--- src/rtl/trace_merge_unit_pkg.sv ---
// Shared types and helpers for the trace merge unit.
// The record layout {record, timestamp} matches the per-channel FIFO word.
package gouram_datatypes;

    localparam int TRACE_RECORD_W = 64;
    localparam int TRACE_TS_W     = 32;
    localparam int MAX_CHANNELS   = 8;

    typedef struct packed {
        logic [TRACE_RECORD_W-1:0] record;
        logic [TRACE_TS_W-1:0]     timestamp;
    } trace_entry_t;

    // Round-robin search start; wide enough for the maximum channel count.
    typedef logic [2:0] arb_ptr_t;

    // Returns {found, index} of the first set request at or after start, wrapping at n.
    function automatic logic [3:0] rr_pick(input logic [7:0] req, input arb_ptr_t start, input int n);
        logic [3:0] pick;
        int         idx;
        pick = 4'd0;
        for (int k = 0; k < MAX_CHANNELS; k++) begin
            idx = (int'(start) + k) % n;
            if ((k < n) && !pick[3] && req[idx[2:0]]) begin
                pick = {1'b1, idx[2:0]};
            end
        end
        return pick;
    endfunction

endpackage

--- src/rtl/trace_merge_unit_if.sv ---
// Producer-side and merged-output handshake bundle of the trace merge unit.
interface trace_merge_unit_if #(
    parameter int NUM_CHANNELS    = 2,
    parameter int RECORD_WIDTH    = 64,
    parameter int TIMESTAMP_WIDTH = 32
);
    localparam int CH_W = (NUM_CHANNELS > 1) ? $clog2(NUM_CHANNELS) : 1;

    logic [NUM_CHANNELS-1:0]              ch_valid;
    logic [NUM_CHANNELS-1:0]              ch_ready;
    logic [NUM_CHANNELS*RECORD_WIDTH-1:0] ch_data;
    logic                                 trace_valid;
    logic                                 trace_ready;
    logic [RECORD_WIDTH-1:0]              trace_data;
    logic [CH_W-1:0]                      trace_channel;
    logic [TIMESTAMP_WIDTH-1:0]           trace_timestamp;

    modport master (
        output ch_valid, ch_data, trace_ready,
        input  ch_ready, trace_valid, trace_data, trace_channel, trace_timestamp
    );

    modport slave (
        input  ch_valid, ch_data, trace_ready,
        output ch_ready, trace_valid, trace_data, trace_channel, trace_timestamp
    );
endinterface

--- src/rtl/trace_merge_unit_fifo.sv ---
// Single-clock per-channel FIFO with registered occupancy count.
// Read data is presented combinationally from the head entry.
module trace_channel_fifo #(
    parameter int WIDTH = 96,
    parameter int DEPTH = 8
) (
    input  logic             clk,
    input  logic             rst,
    input  logic             push,
    input  logic             pop,
    input  logic [WIDTH-1:0] wdata,
    output logic [WIDTH-1:0] rdata,
    output logic             full,
    output logic             empty
);
    localparam int AW = $clog2(DEPTH);

    logic [WIDTH-1:0] mem_q [DEPTH];
    logic [AW-1:0]    wr_q, wr_d, rd_q, rd_d;
    logic [AW:0]      count_q, count_d;
    logic             do_push_s, do_pop_s;

    assign full  = (count_q == (AW+1)'(DEPTH));
    assign empty = (count_q == '0);
    assign rdata = mem_q[rd_q];

    // Pointer and occupancy update
    always_comb begin
        do_push_s = push && !full;
        do_pop_s  = pop && !empty;
        wr_d      = do_push_s ? wr_q + AW'(1) : wr_q;
        rd_d      = do_pop_s  ? rd_q + AW'(1) : rd_q;
        case ({do_push_s, do_pop_s})
            2'b10:   count_d = count_q + (AW+1)'(1);
            2'b01:   count_d = count_q - (AW+1)'(1);
            default: count_d = count_q;
        endcase
    end

    // Pointer and count registers
    always_ff @(posedge clk or posedge rst) begin
        if (rst) begin
            wr_q    <= '0;
            rd_q    <= '0;
            count_q <= '0;
        end else begin
            wr_q    <= wr_d;
            rd_q    <= rd_d;
            count_q <= count_d;
        end
    end

    // Storage array
    always_ff @(posedge clk) begin
        if (do_push_s) begin
            mem_q[wr_q] <= wdata;
        end
    end
endmodule

--- src/rtl/trace_merge_unit.sv ---
// Multi-channel trace front end: timestamp, buffer per channel, round-robin merge, repeat lock.
// Optional TRACE_DROP_COUNT_EN adds per-channel 16-bit counters of records discarded while locked.
module trace_merge_unit
    import gouram_datatypes::*;
#(
    parameter int NUM_CHANNELS     = 2,
    parameter int RECORD_WIDTH     = 64,
    parameter int TIMESTAMP_WIDTH  = 32,
    parameter int FIFO_DEPTH       = 8,
    parameter int REPEAT_THRESHOLD = 4
) (
    input  logic                       clk,
    input  logic                       rst,
    trace_merge_unit_if.slave          bus,
    input  logic                       lock_clear,
    output logic                       trace_capture_enable,
    output logic                       lock,
    output logic [TIMESTAMP_WIDTH-1:0] counter_o
`ifdef TRACE_DROP_COUNT_EN
    ,
    output logic [NUM_CHANNELS*16-1:0] drop_count_o
`endif
);
    localparam int CH_W    = (NUM_CHANNELS > 1) ? $clog2(NUM_CHANNELS) : 1;
    localparam int ENTRY_W = RECORD_WIDTH + TIMESTAMP_WIDTH;
    localparam int RCW     = $clog2(REPEAT_THRESHOLD + 1);
    localparam logic [RCW-1:0] THR = RCW'(REPEAT_THRESHOLD);

    logic [TIMESTAMP_WIDTH-1:0] counter_q, counter_d;
    logic                       lock_q, lock_d, cap_en_q, cap_en_d;
    logic [NUM_CHANNELS-1:0]    ready_s, push_s, pop_s, fifo_full_s, fifo_empty_s;
    logic [RECORD_WIDTH-1:0]    rec_s        [NUM_CHANNELS];
    logic [ENTRY_W-1:0]         fifo_rdata_s [NUM_CHANNELS];
    logic [RECORD_WIDTH-1:0]    last_rec_q   [NUM_CHANNELS];
    logic [RECORD_WIDTH-1:0]    last_rec_d   [NUM_CHANNELS];
    logic [RCW-1:0]             rep_cnt_q    [NUM_CHANNELS];
    logic [RCW-1:0]             rep_cnt_d    [NUM_CHANNELS];
    logic                       detect_s;
    logic [7:0]                 req_s;
    logic [3:0]                 pick_s;
    logic                       pop_ok_s;
    logic [ENTRY_W-1:0]         sel_entry_s;
    arb_ptr_t                   rr_ptr_q, rr_ptr_d;
    logic                       out_valid_q, out_valid_d;
    logic [RECORD_WIDTH-1:0]    out_data_q, out_data_d;
    logic [CH_W-1:0]            out_ch_q, out_ch_d;
    logic [TIMESTAMP_WIDTH-1:0] out_ts_q, out_ts_d;

    assign counter_o            = counter_q;
    assign lock                 = lock_q;
    assign trace_capture_enable = cap_en_q;
    assign bus.ch_ready         = ready_s;
    assign bus.trace_valid      = out_valid_q;
    assign bus.trace_data       = out_data_q;
    assign bus.trace_channel    = out_ch_q;
    assign bus.trace_timestamp  = out_ts_q;

    for (genvar g = 0; g < NUM_CHANNELS; g++) begin : g_ch
        assign rec_s[g] = bus.ch_data[g*RECORD_WIDTH +: RECORD_WIDTH];

        trace_channel_fifo #(
            .WIDTH (ENTRY_W),
            .DEPTH (FIFO_DEPTH)
        ) u_fifo (
            .clk   (clk),
            .rst   (rst),
            .push  (push_s[g]),
            .pop   (pop_s[g]),
            .wdata ({rec_s[g], counter_q}),
            .rdata (fifo_rdata_s[g]),
            .full  (fifo_full_s[g]),
            .empty (fifo_empty_s[g])
        );
    end

    // Accept logic: locked channels are always ready so producers never stall
    always_comb begin
        ready_s = '0;
        push_s  = '0;
        for (int i = 0; i < NUM_CHANNELS; i++) begin
            ready_s[i] = !rst && (lock_q || !fifo_full_s[i]);
            push_s[i]  = bus.ch_valid[i] && ready_s[i] && !lock_q;
        end
    end

    // Repeat detection and lock control; lock_clear beats a same-cycle detection
    always_comb begin
        detect_s = 1'b0;
        for (int i = 0; i < NUM_CHANNELS; i++) begin
            last_rec_d[i] = last_rec_q[i];
            rep_cnt_d[i]  = rep_cnt_q[i];
            if (push_s[i]) begin
                last_rec_d[i] = rec_s[i];
                if ((rep_cnt_q[i] != '0) && (rec_s[i] == last_rec_q[i])) begin
                    rep_cnt_d[i] = (rep_cnt_q[i] == THR) ? THR : rep_cnt_q[i] + RCW'(1);
                end else begin
                    rep_cnt_d[i] = RCW'(1);
                end
                if ((rep_cnt_d[i] == THR) && (rep_cnt_q[i] != THR)) begin
                    detect_s = 1'b1;
                end
            end
            if (lock_clear) begin
                rep_cnt_d[i] = '0;
            end
        end
        if (lock_clear) begin
            lock_d = 1'b0;
        end else if (detect_s) begin
            lock_d = 1'b1;
        end else begin
            lock_d = lock_q;
        end
        cap_en_d  = !lock_d;
        counter_d = counter_q + TIMESTAMP_WIDTH'(1);
    end

    // Round-robin pop into the output register whenever it is free or being consumed
    always_comb begin
        req_s                    = '0;
        req_s[NUM_CHANNELS-1:0]  = ~fifo_empty_s;
        pop_ok_s                 = !out_valid_q || bus.trace_ready;
        pick_s                   = rr_pick(req_s, rr_ptr_q, NUM_CHANNELS);
        pop_s                    = '0;
        sel_entry_s              = '0;
        for (int i = 0; i < NUM_CHANNELS; i++) begin
            if (pop_ok_s && pick_s[3] && (pick_s[2:0] == 3'(i))) begin
                pop_s[i]    = 1'b1;
                sel_entry_s = fifo_rdata_s[i];
            end
        end
        out_valid_d = out_valid_q;
        out_data_d  = out_data_q;
        out_ch_d    = out_ch_q;
        out_ts_d    = out_ts_q;
        rr_ptr_d    = rr_ptr_q;
        if (pop_ok_s) begin
            out_valid_d = pick_s[3];
            if (pick_s[3]) begin
                out_data_d = sel_entry_s[ENTRY_W-1 -: RECORD_WIDTH];
                out_ts_d   = sel_entry_s[TIMESTAMP_WIDTH-1:0];
                out_ch_d   = pick_s[CH_W-1:0];
                rr_ptr_d   = (pick_s[2:0] == 3'(NUM_CHANNELS-1)) ? 3'd0 : pick_s[2:0] + 3'd1;
            end else begin
                rr_ptr_d = rr_ptr_q;
            end
        end else begin
            out_valid_d = out_valid_q;
        end
    end

    // State registers; the counter resets to all-ones so the first live cycle reads zero
    always_ff @(posedge clk or posedge rst) begin
        if (rst) begin
            counter_q   <= '1;
            lock_q      <= 1'b0;
            cap_en_q    <= 1'b1;
            rr_ptr_q    <= 3'd0;
            out_valid_q <= 1'b0;
            out_data_q  <= '0;
            out_ch_q    <= '0;
            out_ts_q    <= '0;
            for (int i = 0; i < NUM_CHANNELS; i++) begin
                last_rec_q[i] <= '0;
                rep_cnt_q[i]  <= '0;
            end
        end else begin
            counter_q   <= counter_d;
            lock_q      <= lock_d;
            cap_en_q    <= cap_en_d;
            rr_ptr_q    <= rr_ptr_d;
            out_valid_q <= out_valid_d;
            out_data_q  <= out_data_d;
            out_ch_q    <= out_ch_d;
            out_ts_q    <= out_ts_d;
            for (int i = 0; i < NUM_CHANNELS; i++) begin
                last_rec_q[i] <= last_rec_d[i];
                rep_cnt_q[i]  <= rep_cnt_d[i];
            end
        end
    end

`ifdef TRACE_DROP_COUNT_EN
    logic [15:0] drop_q [NUM_CHANNELS];
    logic [15:0] drop_d [NUM_CHANNELS];

    // Saturating count of records swallowed while locked
    always_comb begin
        for (int i = 0; i < NUM_CHANNELS; i++) begin
            if (lock_clear) begin
                drop_d[i] = 16'd0;
            end else if (lock_q && bus.ch_valid[i] && ready_s[i] && (drop_q[i] != 16'hFFFF)) begin
                drop_d[i] = drop_q[i] + 16'd1;
            end else begin
                drop_d[i] = drop_q[i];
            end
        end
    end

    // Drop counter registers
    always_ff @(posedge clk or posedge rst) begin
        if (rst) begin
            for (int i = 0; i < NUM_CHANNELS; i++) begin
                drop_q[i] <= 16'd0;
            end
        end else begin
            for (int i = 0; i < NUM_CHANNELS; i++) begin
                drop_q[i] <= drop_d[i];
            end
        end
    end

    for (genvar g = 0; g < NUM_CHANNELS; g++) begin : g_drop
        assign drop_count_o[g*16 +: 16] = drop_q[g];
    end
`endif
endmodule

--- src/flat_wrapper.sv ---
// flat-port wrapper written by rule: the top's interface ports become plain ports
module trace_merge_unit_flat import gouram_datatypes::*;
#(
    parameter int NUM_CHANNELS     = 2,
    parameter int RECORD_WIDTH     = 64,
    parameter int TIMESTAMP_WIDTH  = 32,
    parameter int FIFO_DEPTH       = 8,
    parameter int REPEAT_THRESHOLD = 4
)
  (clk, rst, lock_clear, trace_capture_enable, lock, counter_o, bus_ch_valid, bus_ch_data, bus_trace_ready, bus_ch_ready, bus_trace_valid, bus_trace_data, bus_trace_channel, bus_trace_timestamp);
  trace_merge_unit_if #(.NUM_CHANNELS(NUM_CHANNELS), .RECORD_WIDTH(RECORD_WIDTH), .TIMESTAMP_WIDTH(TIMESTAMP_WIDTH)) bus_i ();
  input  logic clk;
  input  logic rst;
  input  logic lock_clear;
  output logic trace_capture_enable;
  output logic lock;
  output logic [TIMESTAMP_WIDTH-1:0] counter_o;
  input wire logic [$bits(bus_i.ch_valid)-1:0] bus_ch_valid;
  input wire logic [$bits(bus_i.ch_data)-1:0] bus_ch_data;
  input wire logic [$bits(bus_i.trace_ready)-1:0] bus_trace_ready;
  output wire logic [$bits(bus_i.ch_ready)-1:0] bus_ch_ready;
  output wire logic [$bits(bus_i.trace_valid)-1:0] bus_trace_valid;
  output wire logic [$bits(bus_i.trace_data)-1:0] bus_trace_data;
  output wire logic [$bits(bus_i.trace_channel)-1:0] bus_trace_channel;
  output wire logic [$bits(bus_i.trace_timestamp)-1:0] bus_trace_timestamp;
  assign bus_i.ch_valid = bus_ch_valid;
  assign bus_i.ch_data = bus_ch_data;
  assign bus_i.trace_ready = bus_trace_ready;
  assign bus_ch_ready = bus_i.ch_ready;
  assign bus_trace_valid = bus_i.trace_valid;
  assign bus_trace_data = bus_i.trace_data;
  assign bus_trace_channel = bus_i.trace_channel;
  assign bus_trace_timestamp = bus_i.trace_timestamp;
  trace_merge_unit #(.NUM_CHANNELS(NUM_CHANNELS), .RECORD_WIDTH(RECORD_WIDTH), .TIMESTAMP_WIDTH(TIMESTAMP_WIDTH), .FIFO_DEPTH(FIFO_DEPTH), .REPEAT_THRESHOLD(REPEAT_THRESHOLD)) u_core (.clk(clk), .rst(rst), .bus(bus_i), .lock_clear(lock_clear), .trace_capture_enable(trace_capture_enable), .lock(lock), .counter_o(counter_o));
endmodule
--- config.mk ---
export PLATFORM = sky130hd
export DESIGN_NAME = trace_merge_unit_flat
export DESIGN_NICKNAME = d
export VERILOG_FILES = /design/src/rtl/trace_merge_unit_pkg.sv /design/src/rtl/trace_merge_unit_if.sv /design/src/rtl/trace_merge_unit_fifo.sv /design/src/rtl/trace_merge_unit.sv /design/src/flat_wrapper.sv
export SDC_FILE = /design/constraint.sdc
export NUM_CORES = 2
export LEC_CHECK = 0
export CAP_MARGIN = 20
export CORE_MARGIN = 10
export CORE_UTILIZATION = 63
export CTS_CLUSTER_DIAMETER = 80
export CTS_CLUSTER_SIZE = 40
export DETAILED_ROUTE_END_ITERATION = 12
export GPL_ROUTABILITY_DRIVEN = 0
export PLACE_DENSITY = 0.84
export SYNTH_ARGS = -nofsm -noshare
export SYNTH_HDL_FRONTEND = slang
export SYNTH_SLANG_ARGS = --single-unit
--- constraint.sdc ---
create_clock -name clk -period 26.7 [get_ports clk]
set_input_delay 5.34 -clock clk [delete_from_list [all_inputs] [get_ports clk]]
set_output_delay 5.34 -clock clk [all_outputs]
set_load 0.05 [all_outputs]
# --- After elaboration in Yosys (flattened, before gate mapping) ---
# Memories as Yosys holds them, arrays and structs flattened.
# Index checks and enable logic that the tools add are counted.
op_classes:
  addsub: 13
  mul: 0
  div: 0
  n_lt_le_gt_ge: 2
  n_eq_ne: 15
  shifts: 0
  muxes: 33
  bitwise: 2
  reduce_logical: 40
op_table:
  columns: ["operator", "n"]
  rows:
  - ["$mux W96", 2]
  - ["$eq A64 B64 Y1", 2]
  - ["$add A32 B1 Y32 const B", 1]
  - ["$mux W3", 10]
  - ["$add A3 B1 Y3 const B", 6]
  - ["$logic_and A1 B1 Y1", 18]
  - ["$mux W1", 16]
  - ["$pmux W4 S2", 2]
  - ["$eq A3 B3 Y1 const B", 4]
  - ["$logic_not A1 Y1", 9]
  - ["$add A4 B1 Y4 const B", 2]
  - ["$eq A4 B4 Y1 const B", 2]
  - ["$logic_not A4 Y1", 2]
  - ["$mux W4", 2]
  - ["$reduce_bool A2 Y1", 4]
  - ["$sub A4 B1 Y4 const B", 2]
  - ["$ne A3 B3 Y1 const B", 2]
  - ["$reduce_bool A3 Y1", 2]
  - ["$eq A2 B1 Y1 const B", 2]
  - ["$eq A2 B2 Y1 const B", 2]
  - ["$lt A1 B4 Y1 const B", 1]
  - ["$lt A3 B4 Y1 const B", 1]
  - ["$eq A3 B1 Y1 const B", 1]
  - ["$logic_not A3 Y1", 1]
  - ["6 further kinds", 9]
totals:
  register_bits: 287
  latch_bits: 0
  ramBits: 1536
  romBits: 0
  inputBits: 134
  out_inout_bits: 134
  wordCells: 125
  memories: 2
memory_table:
  columns: ["name", "words", "word_bits", "rd", "rd_clocked_by_memory_dff", "wr", "line_no", "source"]
  rows:
  - ["u_core.g_ch[0].u_fifo.mem_q", 8, 96, 1, 0, 1, "trace_merge_unit_fifo.sv:18", "logic [WIDTH-1:0] mem_q [DEPTH];"]
  - ["u_core.g_ch[1].u_fifo.mem_q", 8, 96, 1, 0, 1, "trace_merge_unit_fifo.sv:18", null]

# --- Longest topological paths before layout ---
depth:
  word_depth: 16
  depth_mapped: 14
  mapped_depth_nobuf: 11

# --- Modules after synthesis ---
# A second synthesis with hierarchy kept.
unflattened:
  cells_unflattened: 3440
  hier_area_um2: 70938.0
modules_own_cells:
  columns: ["mod", "n_inst", "cells_each", "area_each_um2", "seq_area_each_um2"]
  rows:
  - ["trace_channel_fifo", 2, 1178, 29464.5, 23312.4]
  - ["trace_merge_unit", 1, 1084, 12009.0, 6722.7]

# --- Worst setup path before layout ---
# OpenSTA, ideal clock, no wires.
synth_timing:
  kind: "input to register"
  start: "input port rst"
  end: "memory u_core.g_ch[1].u_fifo.mem_q[4][0], enable pin"
  setup_time_ns: 0.821
  arrival_time_ns: 16.114
  required_time_ns: 25.879
  setup_slack_ns: 9.765
  stages: 7
  n_path_buf: 3
  path_cell_list: "nor2_1 and3_1 clkbuf_1 inv_1 clkbuf_1 buf_2 nor4b_1"
synth_between:
  elab_chain_cells: 7
synth_lines:
  columns: ["element", "line_no", "source"]
  rows:
  - ["start: declaration", "flat_wrapper.sv:13", "input logic rst;"]
  - ["$logic_not A1 Y1", "trace_merge_unit.sv:81", "ready_s[i] = !rst && (lock_q || !fifo_full_s[i]);"]
  - ["$logic_and A1 B1 Y1", "trace_merge_unit.sv:81", null]
  - ["$logic_and A1 B1 Y1 (2 in series)", "trace_merge_unit.sv:82", "push_s[i] = bus.ch_valid[i] && ready_s[i] && !lock_q;"]
  - ["$logic_and A1 B1 Y1", "trace_merge_unit_fifo.sv:29", "do_push_s = push && !full;"]
  - ["$mux W1", "trace_merge_unit_fifo.sv:55", "if (do_push_s) begin"]
  - ["$mux W1 (not written as such)", "trace_merge_unit_fifo.sv:56", "mem_q[wr_q] <= wdata;"]
  - ["end: declaration", "trace_merge_unit_fifo.sv:18", null]
# No other way between the ends.

# --- Worst setup path after layout ---
layout_timing:
  start: "input port rst"
  end: "output port bus_ch_ready[1]"
layout_between:
  elab_chain_cells: 2
layout_lines:
  columns: ["element", "line_no", "source"]
  rows:
  - ["$logic_not A1 Y1", "trace_merge_unit.sv:81", null]
  - ["$logic_and A1 B1 Y1", "trace_merge_unit.sv:81", null]
  - ["end: declaration", "flat_wrapper.sv:21", "output wire logic [$bits(bus_i.ch_ready)-1:0] bus_ch_ready;"]
# No other way between the ends.

==> qor.yml <==
status:
  status: "finished, final reports clean"
clock_tree:
  cts_resized: 0
  cts_setup_buffers: 0
  cts_made_buffers: 57
  cts_root_buf: "clkbuf_16"
  clkTransAtPathRegs_ps: 130
  cts_tree: "built"
  insertion_delay_ps: 760
  htreeDepth: 2
  clk_path_buf_depth: 3
  clock_sinks: 1823
  cts_hold_buf: 0
timing:
  tightest_slew_ps: 1160
  period_minus_slack_ps: 12260
  rsz0062_at_grt: "no"
  hold_viol_final: 0
  finalCritPeriodShare_pct: 45.9
  setup_viol_count_final: 0
  clock_skew_ps: 57.7
  fmax_mhz: 81.6
  max-slew-margin-rel_pct: 22.8
  fin_tns_setup_ps: 0
  drv_slew: 0
worst_setup_path:
  crit_top_cell: "clkdlybuf4s50_1"
  crit_type: "primary input to output pin"
  crit_fanout: 4
  cp_slowest_stage_delay_ps: 840
  cp-start-kind: "primary input"
  r2r_slack_ps: 21970
  critPathCaptureType: "output pin"
  crit_start: "rst"
  required_ps: 21360
  crit_end: "bus_ch_ready[1]"
  worstPathCellList: "clkdlybuf4s50_1 > nor2_1 > clkdlybuf4s50_1"
  cp.arrival_ps: 6920
  worstReg2RegStart: "u_core.lock$_DFF_PP0_"
  reg2reg_to: "u_core.g_ch[0].u_fifo.mem_q[3][23]$_DFFE_PP_"
  slowest_stage: "clkdlybuf4s50_1"
  reg2reg_depth: 7
yosys:
  avgSynthCellArea_sq_um: 19.2
  yosys.area.top_type_share_pct: 65.5
  synth_xor_area_share_pct: 1.87
  synth_top_family_by_area: "multiplexers"
  yosys_warnings: 0
  syn_area_sq_mm: 0.0704
  muxShareOfSynthArea_pct: 15.1
  seq_area_frac_synth_pct: 75.8
  post_synth_fa_ha_maj_area_fraction_pct: 0.323
  ys_seq_elements: 1823
  synthSimpleGateAreaFrac_pct: 3.75
  synth_edf_count: 1536
  async_flop_share_pct: 15.7
  synth_cells: 3667
  ys_top_cells_by_area: "edfxtp_1 66%, mux4_2 12%, dfrtp_1 9.0%"
  ys_types: 50
  synth_fp_nets: 3818
  synth-main-ff-cell: "edfxtp_1"
  yosys.area.top_type: "edfxtp_1"
  synth_compound_area_share_pct: 1.96
pwr:
  peakVddDrop_mv: 0.0748
  p_per_area_mw_per_mm2: 94.6
  p_leak_nw: 26.1
  total_power_w: 0.00728
die:
  initial_core_util_pct: 63.5
  core_sq_mm: 0.111
  die_area_sq_mm: 0.126
  die_w_microns: 354
  die-height_microns: 354
  boundaryPins: 268
  rows: 122
global_route:
  grtUsageMet3_pct: 7.48
  grt_pass1_wl_microns: 243000
  grt_max_degree: 101
  met1_usage_pct: 35.8
  grt.met2_usage_pct: 41.4
  grt-ovfl-total: 0
  antenna_found_initial: 38
  grt-busiest-layer: "met2"
  grt_pass1_vias: 36197
  grt_util_all_layers_pct: 26.0
cells_and_area:
  multi_input_area_sq_mm: 0.0163
  synthToLayoutAreaGrowth_pct: 9.36
  final_common_cell: "edfxtp_1"
  nNetsFinal: 4042
  mostFrequentLayoutCells: "1536 x edfxtp_1, 395 x nand2_1, 384 x mux4_2"
  drive_gt1_share_pct: 15.6
  regArea_sq_mm: 0.0534
  fillers: 6521
place:
  portBuffers: 267
  dpl.hpwl_microns: 103000
route:
  vias_per_cell: 6.61
  drt_pass1_iterations: 8
  wire_per_inst_microns: 30.3
  ant_nets: 0
  drc: 0
  drt_iter0_markers: 4857
  num_vias: 36001
  routed_wl_microns: 165000
worst_hold_path:
  hold_path_depth: 2
  min_path_type: "flip-flop to flip-flop"
job:
  cap_violations: 0
[per-layer routing]
metal,wire [microns],share of wire [%]
met5,270,0.16
met3,19200,12
met2,80600,49
met4,4320,2.6
met1,60300,37
[final cells by class]
cell class,count,area share [%]
Sequential cell,1823,69.3
Timing Repair Buffer,341,4.26
Antenna cell,17,0.0553
Tap cell,1488,2.42
Inverter,43,0.219
Multi-Input combinational cell,1625,21.1
Clock buffer,82,2.11
Clock inverter,26,0.468
[power breakdown]
group | internal [W] | switching (W) | total (W)
registers | 0.00340 | 0.000255 | 0.00366
clock network | 0.000475 | 0.000830 | 0.00131
logic | 0.000961 | 0.00136 | 0.00232
total | 0.00484 | 0.00244 | 0.00728
[per-stage QoR]
stage                     hold WS (ps)  instances  util, %  setup WS [ps]  cell area, sq um
after floorplan                    446       3667        -           9770             70400
after global routing               525       5436     69.5          14380             77000
after global placement             460       5317     67.6          14440             74900
after detailed placement           466       5317     67.6          14450             74900
final                              496       5445     69.5          14440             77000
after CTS                          497       5425     69.4          14450             76900
[Yosys cell counts, types with 2 or more instances]
cell,count
nor2b_1,7
a21o_1,4
buf_2,51
dfrtp_1,254
o21ai_0,112
clkbuf_1,102
mux2i_1,193
a211oi_1,4
nor2_1,121
nor4_1,24
xnor2_1,70
mux4_2,384
dfstp_2,33
a221oi_1,6
nor3_1,10
nand4_1,20
nand3_1,16
nand2_1,396
xor2_1,80
and3_1,10
inv_1,43
and4_1,3
buf_1,21
nor3b_1,4
edfxtp_1,1536
nand2b_1,9
a21oi_1,101
a31oi_1,2
fa_1,2
o22ai_1,10
nor4b_1,4
a222oi_1,2
mux2_2,2
ha_1,15
[logic make-up after synthesis]
logic type | after synthesis
muxes | 579
DFF | 1823
and+or+nand+nor | 627
AOI/OAI and AO/OA | 252
adders and majority gates | 17
xor gates and xnor gates | 150
buffers and inverters | 219
[how the worst min path moves through the flow]
| stage | start | to |
|---|---|---|
| 6_report | u_core.last_rec_q[13]$_DFFE_PP0N_ | u_core.last_rec_q[13]$_DFFE_PP0N_ |
| 3_5_place_dp | u_core.last_rec_q[13]$_DFFE_PP0N_ | u_core.last_rec_q[13]$_DFFE_PP0N_ |
| 4_1_cts | u_core.last_rec_q[13]$_DFFE_PP0N_ | u_core.last_rec_q[13]$_DFFE_PP0N_ |
| 3_3_place_gp | u_core.last_rec_q[37]$_DFFE_PP0N_ | u_core.last_rec_q[37]$_DFFE_PP0N_ |
| 2_1_floorplan | u_core.last_rec_q[13]$_DFFE_PP0N_ | u_core.last_rec_q[13]$_DFFE_PP0N_ |
| 5_1_grt | u_core.last_rec_q[37]$_DFFE_PP0N_ | u_core.last_rec_q[37]$_DFFE_PP0N_ |
[worst max-delay path: cells and delay by family]
kind	cells	cell delay [ps]
buf+inv	2	1380
simple gates	1	200
[flip-flops by register name, summed over array words and instances (netlist names)]
name	count
u_core.g_ch.u_fifo.mem_q	1536
u_core.last_rec_q	128
u_core.bus.trace_data	64
u_core.bus.trace_timestamp	32
u_core.counter_o	32
u_core.g_ch.u_fifo.count_q	8
u_core.g_ch.u_fifo.rd_q	6
u_core.g_ch.u_fifo.wr_q	6
u_core.rep_cnt_q	6
u_core.bus.trace_channel	1
u_core.bus.trace_valid	1
u_core.lock	1
u_core.rr_ptr_q	1
u_core.trace_capture_enable	1
No activity file was read; power rests on OpenSTA's default activity.
